`config.mk`:
```
export PLATFORM = sky130hd
export DESIGN_NAME = sram_arb2
export DESIGN_NICKNAME = d
export VERILOG_FILES = /design/src/rtl/sram_arb2.sv
export SDC_FILE = /design/constraint.sdc
export NUM_CORES = 1
export LEC_CHECK = 0
export BUFFER_PORTS_ARGS = -buffer_cell sky130_fd_sc_hd__buf_2
export CAP_MARGIN = 20
export CORE_MARGIN = 4
export CORE_UTILIZATION = 34
export DETAILED_ROUTE_END_ITERATION = 6
export PLACE_DENSITY_LB_ADDON = 0.1
export REMOVE_ABC_BUFFERS = 1
export SYNTH_ARGS = -nofsm -noshare
export SYNTH_HDL_FRONTEND = slang
export SYNTH_SLANG_ARGS = --single-unit
```
`constraint.sdc`:
```
create_clock -name clk -period 1.5 [get_ports clk]
set_clock_uncertainty 0.05 [all_clocks]
set_input_delay 0.3 -clock clk [delete_from_list [all_inputs] [get_ports clk]]
set_output_delay 0.3 -clock clk [all_outputs]
set_load 0.01 [all_outputs]
```
`src/rtl/sram_arb2.sv`:
```
// sram_arb2: round-robin arbiter sharing one sram_sp between requesters A and B.
// Out-of-range accesses are granted but suppressed at the SRAM and flagged a cycle later.
module sram_arb2 #(
  parameter int unsigned depth = 10,
  parameter int unsigned width = 8,
  localparam int unsigned AW = $clog2(depth)
) (
  input  logic             clk,
  input  logic             rst,
  input  logic             a_req,
  input  logic             a_we,
  input  logic [AW-1:0]    a_add,
  input  logic [width-1:0] a_wdata,
  output logic             a_gnt,
  output logic             a_rvalid,
  output logic [width-1:0] a_rdata,
  output logic             a_err,
  input  logic             b_req,
  input  logic             b_we,
  input  logic [AW-1:0]    b_add,
  input  logic [width-1:0] b_wdata,
  output logic             b_gnt,
  output logic             b_rvalid,
  output logic [width-1:0] b_rdata,
  output logic             b_err,
  output logic             mem_we,
  output logic             mem_re,
  output logic [AW-1:0]    mem_add,
  output logic [width-1:0] mem_data_in,
  input  logic [width-1:0] mem_data_out
);

  localparam logic PortA = 1'b0;
  localparam logic PortB = 1'b1;

  logic       r_last;
  logic [1:0] r_rd_pend;
  logic [1:0] r_err_pend;

  logic             w_a_gnt;
  logic             w_b_gnt;
  logic             w_any_gnt;
  logic             w_we;
  logic [AW-1:0]    w_add;
  logic [width-1:0] w_wdata;
  logic             w_in_range;
  logic             w_rd_ok;

  // Under contention the port that did not win last time takes this slot.
  always_comb begin
    w_a_gnt = 1'b0;
    w_b_gnt = 1'b0;
    if (!rst) begin
      if (a_req && b_req) begin
        w_a_gnt = (r_last == PortB);
        w_b_gnt = (r_last == PortA);
      end else begin
        w_a_gnt = a_req;
        w_b_gnt = b_req;
      end
    end
  end

  assign w_any_gnt = w_a_gnt | w_b_gnt;

  always_comb begin
    w_we    = a_we;
    w_add   = a_add;
    w_wdata = a_wdata;
    if (w_b_gnt) begin
      w_we    = b_we;
      w_add   = b_add;
      w_wdata = b_wdata;
    end
  end

  assign w_in_range = (32'(w_add) < depth);
  assign w_rd_ok    = w_any_gnt & w_in_range & ~w_we;

  assign mem_we      = w_any_gnt & w_in_range & w_we;
  assign mem_re      = w_rd_ok;
  assign mem_add     = w_any_gnt ? w_add : '0;
  assign mem_data_in = w_any_gnt ? w_wdata : '0;

  always_ff @(posedge clk or posedge rst) begin
    if (rst) begin
      r_last     <= PortB;
      r_rd_pend  <= '0;
      r_err_pend <= '0;
    end else begin
      if (w_any_gnt) begin
        r_last <= w_b_gnt;
      end
      r_rd_pend  <= {w_b_gnt & w_rd_ok, w_a_gnt & w_rd_ok};
      r_err_pend <= {w_b_gnt & ~w_in_range, w_a_gnt & ~w_in_range};
    end
  end

  assign a_gnt    = w_a_gnt;
  assign b_gnt    = w_b_gnt;
  assign a_rvalid = r_rd_pend[0] & ~rst;
  assign b_rvalid = r_rd_pend[1] & ~rst;
  assign a_rdata  = a_rvalid ? mem_data_out : '0;
  assign b_rdata  = b_rvalid ? mem_data_out : '0;
  assign a_err    = r_err_pend[0] & ~rst;
  assign b_err    = r_err_pend[1] & ~rst;

endmodule

```
# Word level (Yosys, flattened, before mapping)
# Index checks and enable logic that the tools add are counted.
# Widths: inputs -> output; s select.
[word_totals] reg_bits=5 inputBits=38 output_inout_bits=36 word_cells=32
[op_classes] reduce_logical=1 n_mux=11 order_cmp=1 bitwise=16
[op_table] cell="$mux 8" count=4
[op_table] cell="$and 1x1->1" count=11
[op_table] cell="$mux 4" count=2
[op_table] cell="$mux 1" count=5
[op_table] cell="$lt 4x4->1 const B" count=1
[op_table] cell="$not 1->1" count=4
[op_table] cell="$logic_and 1x1->1" count=1
[op_table] cell="$or 1x1->1" count=1

# Longest topological paths before layout
[depth] word_depth=8 mapped_depth=4 ltp_nobuf=4

# Worst setup path after synthesis
# OpenSTA, ideal clock, no wires.
[synth_timing] path_kind="register -> output" startpoint="register r_last" endpoint="output mem_add[0]" required_time_ns=1.150 arrival_time_ns=1.183 path_slack_ns=-0.033 stages_incl_launch_ff=5 n_path_buf=1 path_cell_list="dfstp_2 -> and2_2 -> buf_2 -> o21ai_0 -> a21oi_1"
[synth_via] elab_chain_len=5 word_cells_on_any_way=8 classes_between="mux: 6; bitwise: 2"
[synth_lines] item="start: declaration" line_no="36" source="logic r_last;"
[synth_lines] item="start signal: assignment" line_no="87" source="r_last <= PortB;"
[synth_lines] item="start signal: assignment" line_no="92" source="r_last <= w_b_gnt;"
[synth_lines] item="$not 1->1" line_no="56" source="w_b_gnt = (r_last == PortA);"
[synth_lines] item="$mux 1" line_no="54" source="if (a_req && b_req) begin"
[synth_lines] item="$mux 1" line_no="53" source="if (!rst) begin"
[synth_lines] item="$mux 4 / $or 1x1->1 (equally long branches)" line_no="70, 64"
[synth_lines] item="$mux 4 *" line_no="82" source="assign mem_add = w_any_gnt ? w_add : '0;"
[synth_lines] item="end: declaration" line_no="28" source="output logic [AW-1:0] mem_add,"
# Every way passes the cells marked *; elsewhere a longest branch is shown, timed or not.

# Worst setup path after layout
[layout_timing] startpoint="register r_last" endpoint="output mem_add[2]"
# The elaborated chain is that of the path after synthesis.

==> results_dict.tcl <==
set metrics [dict create \
    rsz0062_at_grt "yes" \
    crit_required_ns 1.15 \
    power_switching_w 0.000231 \
    clockRootBuffer "clkbuf_4" \
    core_um2 1800 \
    pwr-share-seq_pct 23.7 \
    startpoint_type "flop" \
    top_layer "met4" \
    dp_hpwl_um 2060 \
    maxCapViolCount 0 \
    cts.sink_count 5 \
    layout_commonest_cell "buf_2" \
    initial_utilization_pct 37.2 \
    layoutNonFillerInstCount 203 \
    layout_common_cells "buf_2 (68), o21ai_0 (14), buf_4 (12)" \
    cts_hold_buf 0 \
    crit_arrival_ns 1.50 \
    async_flop_share_pct 100 \
    p_int_w 0.000400 \
    antenna_found_initial 0 \
    fin_ws_ns -0.347 \
    synth_edf_count 0 \
    finalPower_w 0.000631 \
    p_sw_share_pct 36.6 \
    cts_made_buffers 3 \
    violations "negative setup slack" \
    rr_worst_depth 6 \
    fmax_mhz 541 \
    vias 1075 \
    slew_violations 0 \
    tritoncts "built" \
    tightest_slew_ns 0.511 \
    htreeDepth 1 \
    grt_max_degree 15 \
    dr_wl_met3_um 341 \
    via_per_inst 5.30 \
    synth_top_area_cell "o2111ai_1" \
    synthSimpleGateAreaFrac_pct 31.6 \
    postRouteWirelength_um 2920 \
    rrSetupSlack_ns 0.11 \
    cp_max_fo 6 \
    synthXorXnorAreaFrac_pct 0 \
    max-slew-margin-rel_pct 65.6 \
    grt-ovfl-total 0 \
    critPathKind "reg2out" \
    pwr-share-comb_pct 51.8 \
    avgSynthCellArea_um2 7.20 \
    wl_per_cell_um 14.4 \
    grt_pass1_wl_um 4350 \
    drt_first_pass_iters 4 \
    synthMuxAreaShare_pct 0 \
    period_minus_slack_ns 1.85 \
    die_area_um2 2740 \
    hold_violations 0 \
    grt_pass1_vias 1078 \
    fp.dieH_um 52.4 \
    wl_met2_um 1490 \
    finalCritPeriodShare_pct 123 \
    layout-drive-gt1-share_pct 65.7 \
    ant_nets 0 \
    place_congestion 0.730 \
    nets 217 \
    met1_length_um 1080 \
    port_buffers 73 \
    area_growth_pct 97.4 \
    seq_area_frac_synth_pct 18.9 \
    drc 0 \
    dp.cells 195 \
    synth_compound_area_share_pct 40.4 \
    clk_pin_slew_ns 0.05 \
    clockBufferDepth 2 \
    synth_flop_cell "dfrtp_1" \
    antenna_cells 0 \
    synthesis.area_um2 669 \
    p_leak_nw 0.703 \
    track_usage_pct 20.1 \
    p_per_area_nw_per_um2 477 \
    p_clk_share_pct 24.5 \
    die_x_um 52.4 \
    synthCells 93 \
    setup_viol 16 \
    ios 74 \
    crit_path_end_kind "primary output" \
    ys_top_cells_by_area "o2111ai_1 (16%), and2_1 (15%), dfrtp_1 (15%)" \
    max-vdd-ir-drop_v 0.000313 \
    synth_top_cell_area_share_pct 15.7 \
    synth_top_family_by_area "compound AO/OA/AOI/OAI gates" \
    ys_warn_count 0 \
    initialDrtViolationCount 16 \
    ys_ff_latch 5 \
    outcome "complete, but fails checks" \
    synthAdderAreaFrac_pct 0 \
    clk-insertion-delay-late_ns 0.24 \
    fp-row-count 15 \
    synth_cell_type_count 22 \
    min_path_type "in2async" \
]
==> synth_stat cells, types with 2 or more instances <==
cell	number
o2111ai_1	12
a21oi_1	12
o21bai_1	3
nor2_1	2
and2_1	16
dfrtp_1	4
nand2_1	4
o21ai_0	14
and2b_1	3
clkbuf_1	4
buf_2	4
inv_1	5
==> power groups by stage <==
| stage | combinational [W] | clock, W | sequential [W] |
|---|---|---|---|
| 2_1_floorplan | 0.000119 | 0 | 0.000150 |
| 3_3_place_gp | 0.000260 | 0 | 0.000149 |
| 3_5_place_dp | 0.000266 | 0 | 0.000150 |
| 4_1_cts | 0.000307 | 0.000160 | 0.000149 |
| 5_1_grt | 0.000358 | 0.000164 | 0.000150 |
| 6_report | 0.000327 | 0.000155 | 0.000150 |
==> metal layers <==
metal  GRT usage [%]  vias up
li1                -      510
met1            22.9      500
met2            37.4       63
met3            3.42        2
met4            5.96        0
met5               0        -
==> path summary, 6_finish.rpt <==
path                         from            end
min reg2reg                r_last         r_last
min                           rst  r_err_pend[1]
max reg2reg                r_last  r_err_pend[0]
max in group asynchronous     rst         r_last
max                        r_last     mem_add[2]
min in group clk             b_we   r_rd_pend[1]
==> kinds of logic (layout without fill, tap and decap cells) <==
kind of cell           count (synthesis)  in the layout
flip-flops                             5              5
AO/OA/AOI/OAI                         42             42
buffers and inverters                 14             97
AND/OR/NAND/NOR                       32             34
==> worst max-delay path, stage by stage (launching register included) <==
cell and delay (ns):
dfstp_2 0.53, buf_6 0.12, clkinvlp_4 0.17, o2111ai_2 0.21
a21oi_1 0.08, buf_2 0.14
==> layout make-up <==
class	instances	area, um^2
multi-input combinational	76	589
timing repair buffer	87	518
fill	167	480
sequential	5	126
tap	25	31.3
clock buffer	4	26.3
inverter	5	22.5
timing repair inverter	1	7.51
==> state kept, by name, indices dropped and copies added (netlist names) <==
register / cells
r_rd_pend: 2
r_last: 1
r_err_pend: 2
==> stage by stage <==
| stage | cell area (um^2) | utilization (%) | setup slack (ns) | TNS [ns] | hold slack, ns |
|---|---|---|---|---|---|
| after detailed placement | 1130 | 62.9 | -0.140 | -1.45 | 0.341 |
| after global placement | 1130 | 62.9 | -0.0921 | -1.02 | 0.336 |
| after CTS | 1240 | 68.6 | -0.367 | -4.98 | 0.0862 |
| after floorplan | 627 | - | -0.151 | -0.374 | 0.123 |
| after global routing | 1320 | 73.3 | -0.414 | -5.97 | 0.128 |
| final | 1320 | 73.3 | -0.347 | -4.92 | 0.110 |
==> repair_timing <==
action,in CTS,in global routing
gates resized for setup,14,17
gates cloned,2,1
setup buffers,1,1
endpoints found under the setup margin,20,33
pin swaps,9,10
No activity file was read; power rests on OpenSTA's default activity.
